## src/rtl/operand_loader_pkg.sv

```systemverilog
// Shared types and constants for the two-operand entry stage.
package operand_loader_pkg;

    localparam int OPERAND_W = 4;

    typedef enum logic [1:0] {
        WAIT_A = 2'd0,
        WAIT_B = 2'd1,
        SHOW   = 2'd2
    } loader_state_t;

    localparam logic [1:0] LED_WAIT_A = 2'b01;
    localparam logic [1:0] LED_WAIT_B = 2'b10;
    localparam logic [1:0] LED_SHOW   = 2'b00;

    function automatic logic [1:0] state_led_of(input loader_state_t s);
        case (s)
            WAIT_A:  state_led_of = LED_WAIT_A;
            WAIT_B:  state_led_of = LED_WAIT_B;
            default: state_led_of = LED_SHOW;
        endcase
    endfunction

endpackage

```

## src/rtl/operand_loader_button_debounce.sv

```systemverilog
// Button conditioning: 2-flop synchronizer, stability counter, rising-edge pulse.
module button_debounce #(
    parameter int DEBOUNCE_CYCLES = 1_000_000
) (
    input  logic clk,
    input  logic rst,
    input  logic btn_raw,
    output logic btn_level,
    output logic btn_pulse
);
    localparam int CW = (DEBOUNCE_CYCLES > 1) ? $clog2(DEBOUNCE_CYCLES) : 1;
    localparam logic [CW-1:0] CNT_MAX = CW'(DEBOUNCE_CYCLES - 1);

    logic          sync1, sync2;
    logic [CW-1:0] cnt;
    logic          level, level_d;

    always_ff @(posedge clk or posedge rst) begin
        if (rst) begin
            sync1   <= 1'b0;
            sync2   <= 1'b0;
            cnt     <= '0;
            level   <= 1'b0;
            level_d <= 1'b0;
        end else begin
            sync1   <= btn_raw;
            sync2   <= sync1;
            level_d <= level;
            // Count only while the input disagrees with the accepted level;
            // any return to agreement (a bounce) restarts the qualification.
            if (sync2 == level) begin
                cnt <= '0;
            end else if (cnt >= CNT_MAX) begin
                level <= sync2;
                cnt   <= '0;
            end else begin
                cnt <= cnt + 1'b1;
            end
        end
    end

    assign btn_level = level;
    assign btn_pulse = level & ~level_d;

endmodule

```

## src/rtl/operand_loader.sv

```systemverilog
// Operand entry FSM: captures A then B from shared switches on debounced load presses.
// Optional WAIT_B timeout enabled by defining OPERAND_TIMEOUT_EN.
module operand_loader
    import operand_loader_pkg::*;
#(
    parameter int DEBOUNCE_CYCLES = 1_000_000,
    parameter int TIMEOUT_CYCLES  = 500_000_000
) (
    input  logic                 clk,
    input  logic                 rst,
    input  logic [OPERAND_W-1:0] sw,
    input  logic                 btn_load,
    input  logic                 btn_clr,
    output logic [OPERAND_W-1:0] A,
    output logic [OPERAND_W-1:0] B,
    output logic                 valid,
    output logic [1:0]           state_led
);
    logic load_p, clr_p, load_lvl, clr_lvl;

    button_debounce #(.DEBOUNCE_CYCLES(DEBOUNCE_CYCLES)) u_load (
        .clk(clk), .rst(rst), .btn_raw(btn_load), .btn_level(load_lvl), .btn_pulse(load_p)
    );
    button_debounce #(.DEBOUNCE_CYCLES(DEBOUNCE_CYCLES)) u_clr (
        .clk(clk), .rst(rst), .btn_raw(btn_clr), .btn_level(clr_lvl), .btn_pulse(clr_p)
    );

    loader_state_t        state, state_n;
    logic [OPERAND_W-1:0] a_n, b_n;
    logic                 timeout;

`ifdef OPERAND_TIMEOUT_EN
    localparam int TW = (TIMEOUT_CYCLES > 1) ? $clog2(TIMEOUT_CYCLES) : 1;
    localparam logic [TW-1:0] TMO_MAX = TW'(TIMEOUT_CYCLES - 1);
    logic [TW-1:0] tmo_cnt;

    assign timeout = (state == WAIT_B) && (tmo_cnt >= TMO_MAX) && !load_p;

    // Runs only while staying in WAIT_B; entry and any load press restart it.
    always_ff @(posedge clk or posedge rst) begin
        if (rst)
            tmo_cnt <= '0;
        else if (state == WAIT_B && state_n == WAIT_B && !load_p && tmo_cnt < TMO_MAX)
            tmo_cnt <= tmo_cnt + 1'b1;
        else
            tmo_cnt <= '0;
    end
`else
    assign timeout = 1'b0;
`endif

    always_comb begin
        state_n = state;
        a_n     = A;
        b_n     = B;
        if (clr_p) begin
            state_n = WAIT_A;
            a_n     = '0;
            b_n     = '0;
        end else if (load_p) begin
            case (state)
                WAIT_A: begin
                    a_n     = sw;
                    state_n = WAIT_B;
                end
                WAIT_B: begin
                    b_n     = sw;
                    state_n = SHOW;
                end
                default: begin
                    a_n     = '0;
                    b_n     = '0;
                    state_n = WAIT_A;
                end
            endcase
        end else if (timeout) begin
            state_n = WAIT_A;
            a_n     = '0;
        end
    end

    always_ff @(posedge clk or posedge rst) begin
        if (rst) begin
            state     <= WAIT_A;
            A         <= '0;
            B         <= '0;
            valid     <= 1'b0;
            state_led <= LED_WAIT_A;
        end else begin
            state     <= state_n;
            A         <= a_n;
            B         <= b_n;
            valid     <= (state_n == SHOW);
            state_led <= state_led_of(state_n);
        end
    end

    logic unused;
    assign unused = load_lvl ^ clr_lvl;

endmodule

```

## config.mk

```make
export PLATFORM = sky130hd
export DESIGN_NAME = operand_loader
export DESIGN_NICKNAME = d
export VERILOG_FILES = /design/src/rtl/operand_loader_pkg.sv /design/src/rtl/operand_loader_button_debounce.sv /design/src/rtl/operand_loader.sv
export SDC_FILE = /design/constraint.sdc
export NUM_CORES = 1
export LEC_CHECK = 0
export CAP_MARGIN = 15
export CORE_ASPECT_RATIO = 0.6
export CORE_MARGIN = 3
export CORE_UTILIZATION = 45
export CTS_CLUSTER_SIZE = 30
export DETAILED_ROUTE_END_ITERATION = 10
export DONT_BUFFER_PORTS = 1
export SETUP_SLACK_MARGIN = 0.4
export SLEW_MARGIN = 20
export SYNTH_ARGS = -nofsm -noshare
export SYNTH_HDL_FRONTEND = slang
export SYNTH_HIERARCHICAL = 1
export SYNTH_SLANG_ARGS = --single-unit
```

## constraint.sdc

```tcl
create_clock -name clk -period 2.4 [get_ports clk]
set_input_delay 0.24 -clock clk [delete_from_list [all_inputs] [get_ports clk]]
set_output_delay 0.24 -clock clk [all_outputs]
set_load 0.02 [all_outputs]
```

==> impl_results.md <==
- Status: finished with violations
- Failing checks: hold timing
- Ys async rst share: 100%
- Final wirelength: ~6300 um
- Post-route cell area: roughly 3600 um2
- Worst R2R Path Depth: 4
- Critical path type: flip-flop to flip-flop
- Synth Instances: 286
- Hpwl dp: between 4000 and 5000 um
- Post-Route Setup TNS: 0 ns
- Nets@finish: 314
- Post-synthesis register bit count: 61
- CTS max path bufs: 2
- Worst Path Buf+Inv: 0
- CTS Buf Count: 9
- Final worst-path cycle share: between 80 and 90%
- Hold/Removal Path Class: input port to async pin
- Mapped Avg Cell Area: 10.4 um2
- Detailed-route via count: 2195
- Max Freq: between 0.5 and 0.6 GHz
- Unrepaired setup endpoints after global routing: yes
- Most frequent cells in the layout: dfrtp_1 (55), nor3_1 (28), xnor2_1 (21)
- LEAKAGE: about 1.4 nW
- Commonest register cell after synthesis: dfrtp_1
- IO Count: 19
- Worst-Skew Late Latency: roughly 0.35 ns
- Netlist cell types: 44
- Reg2reg end: u_load/cnt[15]
- Reg-to-reg slack, setup: about 0.48 ns
- Worst Path Max Fanout: 8
- Worst slew margin: between 30% and 40%
- Clk sinks: 61
- CP Launch Point: u_load/cnt[5]
- Crit. End Element: flip-flop
- Die W: roughly 110 um
- Total Power: roughly 2.2 mW
- Clock-pin slew on the worst setup and hold paths: 0.07 ns
- Die height: a little under 70 um
- Routability Congestion: approximately 0.8
- Crit path DAT: roughly 2.2 ns
- RR Startpoint: u_load/cnt[5]
- Placement Cell Area: 3070 um2
- EDFF count, synth: 0
- CTS tree: yes
- Max cap viols: 0
- Clock root buffer: clkbuf_8
- Worst hold slack: -0.0139 ns
- Post-route ant nets: 0
- Hold Fails Final Rpt: 31
- GRT overflow: 0
- Multi-input gate area: approximately 1500 um2
- Share of layout cells above drive strength 1: between 20% and 30%
- Detailed-route DRC error count: 0
- Area growth syn-to-layout: 19.5%
- Synth Cell Area: a little under 3000 um2
- Worst path slowest cell: or4_4
- Fin. max-slew vios: 0
- Starting density of the core: a little under half
- Global Route Usage Sum: between 10% and 20%
- Worst slew pin tran: between 0.9 and 1 ns
- Critical Path Stages: 4
- Power Density: 624 nW/um2
- Critical path launch point type: flip-flop
- H-tree lvl count: 3
- Fill cells: 537
- Sequential Area: between 1500 and 2000 um2
- Routed wire per std cell: between 15 and 20 um
- Ys Warns: 6
- DR iter-0 viols: 169
- # rows: 22
- Die ar.: between 7000 and 8000 um2
- Post-layout min period: around 1.9 ns
- Critical Path Sink: u_load/cnt[15]
- Largest net degree at the start of global routing: 25
- First-pass GRT wire length: about 11000 um
- Critical Path RT: 2.66 ns
- Initial antenna violation count: 0
- Final setup viols: 0
- CP Cell Sequence: nand3_2, or4_4, or3_1, a211oi_2
- Most common cell after layout, fill and taps aside: dfrtp_1
- CP peak stage delay: around 0.6 ns
- Via/cell ratio: approximately 5.6
- Syn Nets: 296
- DR pass1 iterations: 4
- Worst Clk Skew: ~0.012 ns
- Vias in the first global route: between 2000 and 2500
- ANT cells: 0
- I/O Buffers: 0
- Post-synthesis sequential area ratio: around half
- Maximum VDD drop: slightly below 400 uV
- Core area: 6250 um2
- Crit-path leading delay family: simple AND/OR/NAND/NOR gates
==> per-layer routing <==
layer / wire length (um) / up-vias / global-route usage [%]
li1: - / 1079 / -
met1: 3400 / 1069 / 27.1
met2: 2480 / 43 / 22.4
met3: 345 / 4 / 7.28
met4: 41 / 0 / 3.24
met5: 0 / - / 0
==> worst min path at each step <==
stage / start / endpoint / slack, ns / depth (start not counted)
floorplan: rst / A[0] / 0.12 / 1
global placement: rst / state[0] / 0.18 / 1
detailed placement: rst / state[1] / 0.18 / 1
CTS: rst / u_load/sync1 / 0.01 / 1
global route: rst / u_load/cnt[17] / 0.05 / 1
finish: rst / u_load/cnt[17] / -0.01 / 1
==> cells by family after synthesis <==
kind of cell / share of synthesized area (%)
adder cells (fa/ha/maj): 0.839
XOR/XNOR: 7.93
AO/OA/AOI/OAI: 9.99
buffers and inverters: 4.32
AND/OR/NAND/NOR: 24.6
flip-flops: 51.3
multiplexers: 1.09
==> layout make-up <==
class,count,share of cell area [%]
clock buffers,10,3.58
multi-input cells,202,41.3
well taps,84,2.95
repair buffers,21,5.06
clock inverters,6,3.13
inverters,9,0.948
flip-flops and latches,61,43.1
==> cells in the mapped netlist (4+ instances only) <==
cell | n | share of area, %
nand3_1 | 14 | 2.4
xor2_1 | 6 | 1.8
nand2_1 | 19 | 2.4
o22ai_1 | 4 | 0.84
nor4_1 | 8 | 1.7
a32oi_1 | 4 | 1.2
xnor2_1 | 21 | 6.2
nand2b_1 | 8 | 1.7
nor3_1 | 33 | 5.5
inv_1 | 9 | 1.1
nand4_1 | 4 | 0.84
or3_1 | 10 | 2.1
nor2_1 | 6 | 0.76
clkbuf_1 | 4 | 0.50
nand3_2 | 4 | 1.3
dfrtp_1 | 60 | 50
and3_1 | 4 | 0.84
a21oi_1 | 6 | 1.0
a211oi_1 | 8 | 2.0
o21ai_0 | 9 | 1.5
==> through the flow <==
step | hold slack, ns | worst slack [ns] | std cells | utilization, %
finish | -0.0139 | 0.476 | 393 | 57.0
global route | 0.0450 | 0.358 | 393 | 57.0
detailed placement | 0.180 | 0.161 | 366 | 49.1
floorplan | 0.116 | 0.488 | 286 | -
global placement | 0.180 | 0.216 | 366 | 49.1
CTS | 0.0122 | 0.388 | 390 | 55.1
==> power breakdown <==
group          leakage (nW)  switching, mW  internal, mW
Sequential            0.790        0.00991          1.04
Clock                 0.116          0.415         0.690
Combinational         0.448         0.0447        0.0229
Total                  1.35          0.470          1.75
==> sequential cells by signal (all words and copies together) (netlist names) <==
signal            count
state                 2
u_clr/level_d         1
u_load/sync1          1
u_load/cnt           20
u_load/btn_level      1
u_clr/btn_level       1
valid                 1
u_clr/sync1           1
u_load/level_d        1
u_load/sync2          1
A                     4
u_clr/cnt            20
state_led             2
B                     4
u_clr/sync2           1
==> worst register-to-register path, stage by stage, from the launching register on <==
cell,delay (ns)
dfrtp_2,0.45
nand3_2,0.19
or4_4,0.60
or3_1,0.38
a211oi_2,0.23
==> what timing repair did <==
| action | in CTS | in global routing |
|---|---|---|
| setup buffers | 4 | 3 |
| cloned | 1 | 0 |
| gates resized for setup | 14 | 23 |
| hold endpoints to repair | 14 | 0 |
| pin swaps | 1 | 9 |
| hold buffers | 3 | 0 |
| setup endpoints to repair | 42 | 39 |
Power figures use the tool's default switching activity.
